===== src/rtl/alu_pkg.sv =====
// Shared definitions for the accumulator control stage and the 4-bit logic ALU:
// controller state encoding, ALU select codes and the datapath width.
package alu_pkg;

   localparam int unsigned WIDTH = 4;

   typedef enum logic [1:0] {
      IDLE = 2'd0,
      EXEC = 2'd1,
      HOLD = 2'd2
   } state_t;

   localparam logic [1:0] OP_AND = 2'b00;
   localparam logic [1:0] OP_OR  = 2'b01;
   localparam logic [1:0] OP_XOR = 2'b10;
   localparam logic [1:0] OP_NOT = 2'b11;

endpackage


===== src/rtl/alu.sv =====
// Combinational 4-bit logic ALU: AND / OR / XOR / NOT A, selected by {s1,s0}.
module alu (
   input  logic [alu_pkg::WIDTH-1:0] a,
   input  logic [alu_pkg::WIDTH-1:0] b,
   input  logic                      s1,
   input  logic                      s0,
   output logic [alu_pkg::WIDTH-1:0] out
);
   import alu_pkg::*;

   always_comb begin
      out = '0;
      case ({s1, s0})
         OP_AND:  out = a & b;
         OP_OR:   out = a | b;
         OP_XOR:  out = a ^ b;
         OP_NOT:  out = ~a;
         default: out = '0;
      endcase
   end

endmodule


===== src/rtl/alu_datapath.sv =====
// Wrapper pairing the accumulator control stage with the logic ALU it drives.
module alu_datapath #(
   parameter int unsigned CNT_W = 8
) (
   input  logic                      clk,
   input  logic                      rst_n,
   input  logic                      in_valid,
   output logic                      in_ready,
   input  logic                      in_load,
   input  logic [1:0]                in_op,
   input  logic [alu_pkg::WIDTH-1:0] in_b,
   output logic                      res_valid,
   input  logic                      res_ready,
   output logic [alu_pkg::WIDTH-1:0] res_data,
   output logic                      res_zero,
   output logic [CNT_W-1:0]          op_count
);
   logic [alu_pkg::WIDTH-1:0] a_w, b_w, out_w;
   logic                      s1_w, s0_w;

   alu_accumulator #(
      .WIDTH (alu_pkg::WIDTH),
      .CNT_W (CNT_W)
   ) u_ctrl (
      .clk       (clk),
      .rst_n     (rst_n),
      .in_valid  (in_valid),
      .in_ready  (in_ready),
      .in_load   (in_load),
      .in_op     (in_op),
      .in_b      (in_b),
      .alu_a     (a_w),
      .alu_b     (b_w),
      .alu_s1    (s1_w),
      .alu_s0    (s0_w),
      .alu_out   (out_w),
      .res_valid (res_valid),
      .res_ready (res_ready),
      .res_data  (res_data),
      .res_zero  (res_zero),
      .op_count  (op_count)
   );

   alu u_alu (
      .a   (a_w),
      .b   (b_w),
      .s1  (s1_w),
      .s0  (s0_w),
      .out (out_w)
   );

endmodule


===== src/rtl/alu_accumulator.sv =====
// Control stage in front of the logic ALU: accepts one instruction over valid/ready,
// keeps operand A in an accumulator and returns each result over a second valid/ready.
module alu_accumulator #(
   parameter int unsigned WIDTH = alu_pkg::WIDTH,
   parameter int unsigned CNT_W = 8
) (
   input  logic             clk,
   input  logic             rst_n,
   input  logic             in_valid,
   output logic             in_ready,
   input  logic             in_load,
   input  logic [1:0]       in_op,
   input  logic [WIDTH-1:0] in_b,
   output logic [WIDTH-1:0] alu_a,
   output logic [WIDTH-1:0] alu_b,
   output logic             alu_s1,
   output logic             alu_s0,
   input  logic [WIDTH-1:0] alu_out,
   output logic             res_valid,
   input  logic             res_ready,
   output logic [WIDTH-1:0] res_data,
   output logic             res_zero,
   output logic [CNT_W-1:0] op_count
);
   import alu_pkg::*;

   state_t             state_q, state_d;
   logic [WIDTH-1:0]   acc_q,   acc_d;
   logic [WIDTH-1:0]   b_q,     b_d;
   logic [1:0]         op_q,    op_d;
   logic [WIDTH-1:0]   res_q,   res_d;
   logic [CNT_W-1:0]   cnt_q,   cnt_d;

   always_ff @(posedge clk or negedge rst_n) begin
      if (!rst_n) begin
         state_q <= IDLE;
         acc_q   <= '0;
         b_q     <= '0;
         op_q    <= '0;
         res_q   <= '0;
         cnt_q   <= '0;
      end else begin
         state_q <= state_d;
         acc_q   <= acc_d;
         b_q     <= b_d;
         op_q    <= op_d;
         res_q   <= res_d;
         cnt_q   <= cnt_d;
      end
   end

   always_comb begin
      state_d = state_q;
      acc_d   = acc_q;
      b_d     = b_q;
      op_d    = op_q;
      res_d   = res_q;
      cnt_d   = cnt_q;
      case (state_q)
         IDLE: begin
            if (in_valid) begin
               b_d  = in_b;
               op_d = in_op;
               if (in_load) begin
                  acc_d   = in_b;
                  res_d   = in_b;
                  state_d = HOLD;
               end else begin
                  state_d = EXEC;
               end
            end
         end
         EXEC: begin
            acc_d   = alu_out;
            res_d   = alu_out;
            state_d = HOLD;
         end
         HOLD: begin
            if (res_ready) begin
               cnt_d   = cnt_q + 1'b1;
               state_d = IDLE;
            end
         end
         default: state_d = IDLE;
      endcase
   end

   // Both handshake signals are pure decodes of the state flop, never of the inputs.
   assign in_ready  = (state_q == IDLE);
   assign res_valid = (state_q == HOLD);

   assign alu_a    = acc_q;
   assign alu_b    = b_q;
   assign alu_s1   = op_q[1];
   assign alu_s0   = op_q[0];
   assign res_data = res_q;
   assign res_zero = (res_q == '0);
   assign op_count = cnt_q;

endmodule


===== config.mk =====
export PLATFORM = sky130hd
export DESIGN_NAME = alu_datapath
export DESIGN_NICKNAME = d
export VERILOG_FILES = /design/src/rtl/alu_pkg.sv /design/src/rtl/alu.sv /design/src/rtl/alu_datapath.sv /design/src/rtl/alu_accumulator.sv
export SDC_FILE = /design/constraint.sdc
export NUM_CORES = 1
export LEC_CHECK = 0
export CAP_MARGIN = 20
export CORE_MARGIN = 1
export CORE_UTILIZATION = 29
export CTS_BUF_LIST = sky130_fd_sc_hd__clkbuf_2 sky130_fd_sc_hd__clkbuf_4 sky130_fd_sc_hd__clkbuf_8
export DETAILED_ROUTE_END_ITERATION = 10
export SLEW_MARGIN = 20
export SYNTH_ARGS = -nofsm -noshare
export SYNTH_HDL_FRONTEND = slang
export SYNTH_HIERARCHICAL = 1
export SYNTH_SLANG_ARGS = --single-unit
export TNS_END_PERCENT = 20

===== constraint.sdc =====
create_clock -name clk -period 5.8 [get_ports clk]
set_input_delay 1.45 -clock clk [delete_from_list [all_inputs] [get_ports clk]]
set_output_delay 1.45 -clock clk [all_outputs]
set_load 0.02 [all_outputs]

==> impl_metrics.env, run 1 <==
export IMPL_drc=0
export IMPL_holdCritStartpoint="u_ctrl/op_count[7]"
export IMPL_multi_input_area_um2=587
export IMPL_dp_hpwl_um=1630
export IMPL_netlist_area_um2=1180
export IMPL_seq_area_frac_synth=0.425
export IMPL_finalHoldViolCount=0
export IMPL_clk_pin_slew_worst_paths_ns=0.08
export IMPL_io_buffers=25
export IMPL_endpoint="res_zero"
export IMPL_seq_area_um2=500
export IMPL_grt_max_degree=21
export IMPL_grt_first_pass_wirelength_um=3650
export IMPL_ys_warn_count=6
export IMPL_numCtsBuffers=3
export IMPL_ys_ff_latch=20
export IMPL_maxCapViolCount=0
export IMPL_relSlewSlack=0.405
export IMPL_cts_htree_levels=1
export IMPL_track_usage=0.114
export IMPL_holdBufCountCts=0
export IMPL_die_h_um=65.8
export IMPL_r2r_setup_slack_ns=3.83
export IMPL_synth_edff_count=0
export IMPL_r2r_start="u_ctrl/res_data[0]"
export IMPL_leakagePower_nw=0.703
export IMPL_synth_compound_area_frac=0.00955
export IMPL_pin_count=26
export IMPL_synth_top_family_by_area="multiplexers"
export IMPL_cts_sinks=20
export IMPL_area_growth_pct=28.8
export IMPL_vias_per_cell=4.47
export IMPL_first_global_vias=794
export IMPL_place_worst_setup_slack_ns=2.94
export IMPL_core_area_um2=3770
export IMPL_drtPass1Iterations=4
export IMPL_mostFrequentLayoutCell="clkdlybuf4s50_1"
export IMPL_ys_flop_type="dfrtp_1"
export IMPL_synthMuxAreaShare=0.252
export IMPL_grt_setup_unrepaired="false"
export IMPL_worstSetupEndpointType="output port"
export IMPL_die_area_um2=4320
export IMPL_avgSynthCellArea_um2=12.5
export IMPL_initial_core_util=0.313
export IMPL_final_nets=138
export IMPL_setup_worst_path_start="u_ctrl/res_data[1]"
export IMPL_ctsResizeCount=0
export IMPL_cp_max_fo=5
export IMPL_setup_ws_ns=2.69
export IMPL_synth_cell_types=25
export IMPL_diodes=0
export IMPL_wl_per_cell_um=12.6
export IMPL_grt_overflow_total=0
export IMPL_layout_common_cells="25 x clkdlybuf4s50_1, 20 x dfrtp_1, 13 x inv_1"
export IMPL_postRouteAntennaNets=0
export IMPL_r2r_end="u_ctrl/res_data[0]"
export IMPL_antenna_found_initial=0
export IMPL_worstSetupPathType="flop to output port"
export IMPL_fin_skew_ns=0.00387
export IMPL_fmax_mhz=321
export IMPL_drv_slew=0
export IMPL_cp_required_ns=4.35
export IMPL_vias=738
export IMPL_hp_class="flop to flop"
export IMPL_synth_cells=94
export IMPL_reg2reg_depth=5
export IMPL_vdd_drop_max_mv=0.140
export IMPL_cts_tree="done"
export IMPL_synth_fa_ha_area_frac=0.0955
export IMPL_setup_viol=0
export IMPL_power_density_nw_per_um2=441
export IMPL_nFillCells=356
export IMPL_synthXorXnorAreaFrac=0.0520
export IMPL_post_cts_setup_buffers=0
export IMPL_drive_gt1_frac=0.137
export IMPL_root_buffer="clkbuf_8"
export IMPL_num_rows=22
export IMPL_dieWidth_um=65.8
export IMPL_finalSetupTns_ns=0
export IMPL_tightest_slew_ns=0.890
export IMPL_critical_path_arrival_ns=1.66
export IMPL_async_reset_ff_frac=1.00
export IMPL_drtIter0Drc=27
export IMPL_clkLatencyLatePin_ns=0.26
export IMPL_finalCritPeriodShare=0.537
export IMPL_synthSimpleGateAreaFrac=0.0892
export IMPL_clk_path_buf_depth=2
export IMPL_layout_min_cycle_time_ns=3.11
export IMPL_cp_start_kind="flop"
export IMPL_syn_num_nets=114
export IMPL_status="completed"
export IMPL_wl_um=2080
export IMPL_place_congestion=0.706
## final cells by class
type	instances	area share
clock buffer	3	0.0272
inverter	13	0.0322
sequential	20	0.330
timing repair buffer	25	0.165
tap	48	0.0396
clock inverter	1	0.0198
multi-input combinational	55	0.387
## worst max-delay path, stage by stage (launching register included)
cell	delay, ns
dfrtp_1	0.43
nor4_1	0.32
clkdlybuf4s50_1	0.66
## routing by layer
metal,GRT usage,share of wire,vias up
met5,0,0,-
met3,0.0174,0.023,2
met4,0.0652,0.014,0
met1,0.138,0.44,364
met2,0.190,0.52,8
li1,-,-,364
## sequential cells by signal, indices dropped and copies added (netlist names)
register	count
u_ctrl/op_count	8
u_ctrl/alu_b	4
u_ctrl/res_data	4
u_ctrl/op_q	2
u_ctrl/state_q	2
## worst min-delay path by stage
stage,to,slack (ns),cells past startpoint
3_5_place_dp,u_ctrl/op_count[7],0.47,1
2_1_floorplan,u_ctrl/alu_b[0],0.51,1
4_1_cts,u_ctrl/op_count[7],0.48,1
6_report,u_ctrl/op_count[7],0.47,1
5_1_grt,u_ctrl/op_count[7],0.50,1
3_3_place_gp,u_ctrl/op_count[7],0.46,1
## power breakdown
group / internal [W] / total [W] / switching (W)
clock: 0.0000921 / 0.000138 / 0.0000461
sequential: 0.000186 / 0.000244 / 0.0000583
combinational: 0.000165 / 0.000287 / 0.000122
## Yosys cell counts, types with 2 or more instances
master	n	area (µm²)
xnor2_1	3	26.3
mux2_4	6	90.1
buf_4	5	37.5
nor2_1	3	11.3
dfrtp_1	20	500
inv_1	13	48.8
nand4_1	2	12.5
mux2_1	5	56.3
xor2_1	4	35.0
ha_1	9	113
nand2_1	4	15.0
mux4_1	4	105
mux2_2	4	45.0
## per-stage QoR
step	hold slack, ns	utilization	area [µm²]	power (W)	cells
3_5_place_dp	0.468	0.384	1450	0.000539	161
4_1_cts	0.479	0.402	1520	0.000683	165
6_report	0.469	0.402	1520	0.000670	165
5_1_grt	0.496	0.402	1520	0.000719	165
3_3_place_gp	0.459	0.384	1450	0.000528	161
2_1_floorplan	0.509	-	1180	0.000436	94
## kinds of logic (layout without fill, tap and decap cells)
kind of cell             Yosys count  after routing
XOR/XNOR                           7              7
AND/OR/NAND/NOR                   18             18
adder cells (fa/ha/maj)            9              9
buffers and inverters             19             42
multiplexers                      19             19
flip-flops                        20             20
AO/OA/AOI/OAI                      2              2
Power figures use the tool's default switching activity.
==> run 2, diff against run 1 <==
Clock period 5.8 ns to 3 ns, I/O delays scaled along.
==> run 2 against run 1 <==
Global-route usage down 0.11 points. Combinational power up 93%. Clock power up 97%. Power up 94%. Sequential power up 95%. Worst hold slack better by 0.0053 ns. Via count up 2.4%. Register-to-register slack worse by 2.8 ns. Design area up 0.49%. Final cell count up 0.61%. Highest routed layer unchanged. First-iteration DRC count down 37%.
==> impl_metrics.env, run 2 (same netlist as run 1, synthesis figures left out) <==
export IMPL_p_total_w=0.00130
export IMPL_worstSetupEndpointType="output port"
export IMPL_dieWidth_um=65.8
export IMPL_drtPass1Iterations=4
export IMPL_tightest_slew_ns=0.496
export IMPL_final_nets=139
export IMPL_grt_overflow_total=0
export IMPL_diodes=0
export IMPL_dp_cells=162
export IMPL_r2r_end="u_ctrl/res_data[1]"
export IMPL_finalCritPeriodShare=0.806
export IMPL_seq_area_um2=500
export IMPL_fin_util=0.404
export IMPL_worstSetupPathType="flop to output port"
export IMPL_nFillCells=359
export IMPL_final_cells=166
export IMPL_r2r_start="u_ctrl/res_data[1]"
export IMPL_vdd_drop_max_mv=0.259
export IMPL_critical_path_arrival_ns=1.67
export IMPL_root_buffer="clkbuf_8"
export IMPL_antenna_found_initial=0
export IMPL_grt_setup_unrepaired="false"
export IMPL_mostFrequentLayoutCell="clkdlybuf4s50_1"
export IMPL_layout_min_cycle_time_ns=2.42
export IMPL_fmax_mhz=414
export IMPL_core_area_um2=3770
export IMPL_hp_class="flop to flop"
export IMPL_grt_first_pass_wirelength_um=3660
export IMPL_wl_per_cell_um=12.9
export IMPL_reg2reg_depth=5
export IMPL_finalHoldViolCount=0
export IMPL_grt_max_degree=21
export IMPL_cts_sinks=20
export IMPL_clk_path_buf_depth=2
export IMPL_cts_tree="done"
export IMPL_power_frac_comb=0.426
export IMPL_clockPowerShare=0.209
export IMPL_ctsResizeCount=0
export IMPL_cp_start_kind="flop"
export IMPL_layout_common_cells="25 x clkdlybuf4s50_1, 20 x dfrtp_1, 13 x inv_1"
export IMPL_drc=0
export IMPL_dp_hpwl_um=1640
export IMPL_holdCritStartpoint="u_ctrl/op_count[7]"
export IMPL_drv_slew=0
export IMPL_maxCapViolCount=0
export IMPL_clkLatencyLatePin_ns=0.26
export IMPL_vias_per_cell=4.55
export IMPL_area_growth_pct=29.4
export IMPL_drtIter0Drc=17
export IMPL_die_h_um=65.8
export IMPL_swShare=0.342
export IMPL_place_congestion=0.707
export IMPL_status="completed"
export IMPL_drive_gt1_frac=0.144
export IMPL_io_buffers=25
export IMPL_first_global_vias=799
export IMPL_track_usage=0.113
export IMPL_holdPathEnd="u_ctrl/op_count[7]"
export IMPL_wl_um=2150
export IMPL_holdBufCountCts=0
export IMPL_r2r_setup_slack_ns=1.04
export IMPL_post_cts_setup_buffers=0
export IMPL_postRouteAntennaNets=0
export IMPL_initial_core_util=0.313
export IMPL_cts_htree_levels=1
export IMPL_vias=756
export IMPL_fin_skew_ns=0.00126
export IMPL_finalSetupTns_ns=0
export IMPL_seq_power_share=0.364
export IMPL_die_area_um2=4320
export IMPL_leakagePower_nw=0.707
export IMPL_cp_required_ns=2.25
export IMPL_relSlewSlack=0.670
export IMPL_setup_viol=0
export IMPL_largest_reg_flops=8
export IMPL_numCtsBuffers=3
export IMPL_clk_pin_slew_worst_paths_ns=0.08
export IMPL_pin_count=26
export IMPL_multi_input_area_um2=587
export IMPL_setup_worst_path_start="u_ctrl/res_data[1]"
export IMPL_num_rows=22
export IMPL_finalHoldWorstSlack_ns=0.474
export IMPL_internal_power_w=0.000858
export IMPL_p_switching_w=0.000445
export IMPL_cp_max_fo=5
export IMPL_hold_depth=1
export IMPL_power_density_nw_per_um2=854
-- run 2: cell count changes in the layout (fill, tap and decap cells not counted) --
cell	delta
buf_4	+1
-- run 2: power by group through the flow --
| stage | Combinational, W | Sequential (W) | Clock (W) |
|---|---|---|---|
| after floorplan | 0.000352 | 0.000491 | 0 |
| after global placement | 0.000543 | 0.000478 | 0 |
| after detailed placement | 0.000562 | 0.000481 | 0 |
| after CTS | 0.000565 | 0.000477 | 0.000281 |
| after global routing | 0.000606 | 0.000495 | 0.000286 |
| final | 0.000555 | 0.000475 | 0.000272 |
-- run 2: metal layers --
| metal | vias up | routed length, µm | track usage |
|---|---|---|---|
| met5 | - | 0 | 0 |
| met4 | 0 | 20 | 0.0571 |
| met3 | 2 | 53 | 0.00868 |
| met2 | 15 | 1090 | 0.199 |
| met1 | 373 | 984 | 0.135 |
| li1 | 366 | - | - |
-- run 2: area by class of cell --
class	instances	area share
Inverter	13	0.0320
Multi-Input combinational cell	55	0.385
Clock inverter	1	0.0197
Timing Repair Buffer	26	0.169
Tap cell	48	0.0394
Sequential cell	20	0.328
Clock buffer	3	0.0271
-- run 2: worst max-delay path, cell delays in order, from the launching register on --
cell and delay, ns:
dfrtp_1 0.43, nor4_1 0.32, clkdlybuf4s50_1 0.66
-- run 2: worst max-delay path by stage --
stage | endpoint | slack (ns) | depth (start not counted)
floorplan | res_zero | 1.12 | 1
global route | res_zero | 0.53 | 2
global placement | res_zero | 0.86 | 2
finish | res_zero | 0.58 | 2
CTS | res_zero | 0.55 | 2
detailed placement | res_zero | 0.84 | 2
-- run 2: through the flow --
stage               cell area, µm²  worst slack, ns
floorplan                     1180             1.12
global placement              1450            0.855
detailed placement            1450            0.841
CTS                           1530            0.547
global route                  1530            0.532
finish                        1530            0.583
==> run 3, diff against run 2 <==
Clock period 3 ns to 2.04 ns, I/O delays scaled along.
==> run 3 against run 2 <==
Combinational power increased by 57%. Sequential power increased by 43%. Register-to-register slack got worse by 0.95 ns. Clock power increased by 9.2%. Worst hold slack got worse by 0.0046 ns. Clock skew increased by 0.0012 ns. Final cell count increased by 3.0%. Via count increased by 0.53%. Largest power group unchanged. Utilization increased by 0.63 points. Design area increased by 1.6%. First-iteration DRC count increased by 24%. Highest routed layer is now met3.
==> impl_metrics.env, run 3 (same netlist as run 1, synthesis figures left out) <==
export IMPL_status="completed"
export IMPL_crit_chain="nor2_1, clkdlybuf4s50_1"
export IMPL_cts_htree_levels=1
export IMPL_layout_min_cycle_time_ns=1.97
export IMPL_slowest_stage="clkdlybuf4s50_1"
export IMPL_track_usage=0.109
export IMPL_hp_class="flop to flop"
export IMPL_drive_gt1_frac=0.187
export IMPL_vdd_drop_max_mv=0.362
export IMPL_pin_count=26
export IMPL_holdPathEnd="u_ctrl/op_count[7]"
export IMPL_cts_sinks=20
export IMPL_postRouteAntennaNets=0
export IMPL_path_buf_inv=1
export IMPL_grt_overflow_total=0
export IMPL_finalCritPeriodShare=0.967
export IMPL_io_buffers=25
export IMPL_worstSetupEndpointType="output port"
export IMPL_num_rows=22
export IMPL_leakagePower_nw=0.741
export IMPL_critical_path_arrival_ns=1.46
export IMPL_holdCritStartpoint="u_ctrl/op_count[7]"
export IMPL_final_nets=144
export IMPL_grt_max_degree=21
export IMPL_finalHoldViolCount=0
export IMPL_fin_skew_ns=0.00247
export IMPL_drc=0
export IMPL_maxCapViolCount=0
export IMPL_p_total_w=0.00185
export IMPL_cp_required_ns=1.53
export IMPL_wl_per_cell_um=12.6
export IMPL_hold_depth=1
export IMPL_multi_input_area_um2=587
export IMPL_first_global_vias=791
export IMPL_layout_common_cells="23 x clkdlybuf4s50_1, 19 x dfrtp_1, 13 x inv_1"
export IMPL_vias_per_cell=4.44
export IMPL_grt_first_pass_wirelength_um=3680
export IMPL_r2r_start="u_ctrl/res_data[1]"
export IMPL_nFillCells=351
export IMPL_clk_pin_slew_worst_paths_ns=0.07
export IMPL_mostFrequentLayoutCell="clkdlybuf4s50_1"
export IMPL_finalSetupTns_ns=0
export IMPL_cts_tree="done"
export IMPL_drtIter0Drc=21
export IMPL_path_depth=2
export IMPL_clkLatencyLatePin_ns=0.25
export IMPL_relSlewSlack=0.824
export IMPL_largest_reg_flops=8
export IMPL_area_growth_pct=31.4
export IMPL_holdBufCountCts=0
export IMPL_clk_path_buf_depth=2
export IMPL_setup_viol=0
export IMPL_initial_core_util=0.313
export IMPL_place_congestion=0.710
export IMPL_core_area_um2=3770
export IMPL_crit_path_max_incr_delay_ns=0.62
export IMPL_path_delay_family="buffers and inverters"
export IMPL_cp_max_fo=6
export IMPL_numCtsBuffers=3
export IMPL_r2r_setup_slack_ns=0.09
export IMPL_grt_setup_unrepaired="false"
export IMPL_fmax_mhz=507
export IMPL_antenna_found_initial=0
export IMPL_power_density_nw_per_um2=1190
export IMPL_highest_layer="met3"
export IMPL_dp_hpwl_um=1650
export IMPL_seq_area_um2=502
export IMPL_setup_worst_path_start="u_ctrl/state_q[1]"
export IMPL_dieWidth_um=65.8
export IMPL_wl_met3_um=32
export IMPL_tightest_slew_ns=0.262
export IMPL_die_h_um=65.8
export IMPL_reg2reg_depth=5
export IMPL_vias=760
export IMPL_drtPass1Iterations=4
export IMPL_worstSetupPathType="flop to output port"
export IMPL_wl_um=2160
export IMPL_wl_met2_um=1070
export IMPL_cp_start_kind="flop"
export IMPL_r2r_end="u_ctrl/res_data[1]"
export IMPL_diodes=0
export IMPL_met1_length_um=1050
export IMPL_die_area_um2=4320
export IMPL_root_buffer="clkbuf_8"
export IMPL_drv_slew=0
## run 3: worst max-delay path by stage
stage	to	slack (ns)
after floorplan	u_ctrl/res_data[3]	0.20
after global placement	res_zero	0.12
after detailed placement	u_ctrl/res_data[3]	0.07
after CTS	res_valid	0.03
after global routing	in_ready	0.01
final	in_ready	0.07
## run 3: final cells by class
cell class	instances	share of cell area
clock buffers	4	0.0355
inverters	13	0.0315
flip-flops and latches	20	0.324
repair buffers	31	0.191
well taps	48	0.0388
multi-input cells	55	0.379
## run 3: metal layers
| metal | track usage | vias to the layer above |
|---|---|---|
| li1 | - | 373 |
| met1 | 0.158 | 379 |
| met2 | 0.172 | 8 |
| met3 | 0.00694 | 0 |
| met4 | 0.0326 | 0 |
| met5 | 0 | - |
## run 3: power breakdown
| part | internal, W | leakage (nW) | switching, W |
|---|---|---|---|
| Combinational | 0.000497 | 0.467 | 0.000375 |
| Sequential | 0.000531 | 0.245 | 0.000149 |
| Clock | 0.000171 | 0.0288 | 0.000126 |
| Total | 0.00120 | 0.741 | 0.000650 |
## run 3: metrics by stage
stage / instances / setup slack, ns / utilization / cell area, µm² / hold WS (ns)
floorplan: 94 / 0.201 / - / 1180 / 0.214
global placement: 166 / 0.124 / 0.393 / 1480 / 0.463
detailed placement: 166 / 0.0661 / 0.393 / 1480 / 0.468
CTS: 170 / 0.0280 / 0.408 / 1540 / 0.478
global route: 171 / 0.0105 / 0.411 / 1550 / 0.488
finish: 171 / 0.0676 / 0.411 / 1550 / 0.470
## run 3: repair_timing
| item | CTS | global route |
|---|---|---|
| endpoints found under the setup margin | 1 | 3 |
| buffers inserted | 0 | 1 |
| cloned | 0 | 0 |
| gates resized for setup | 1 | 2 |
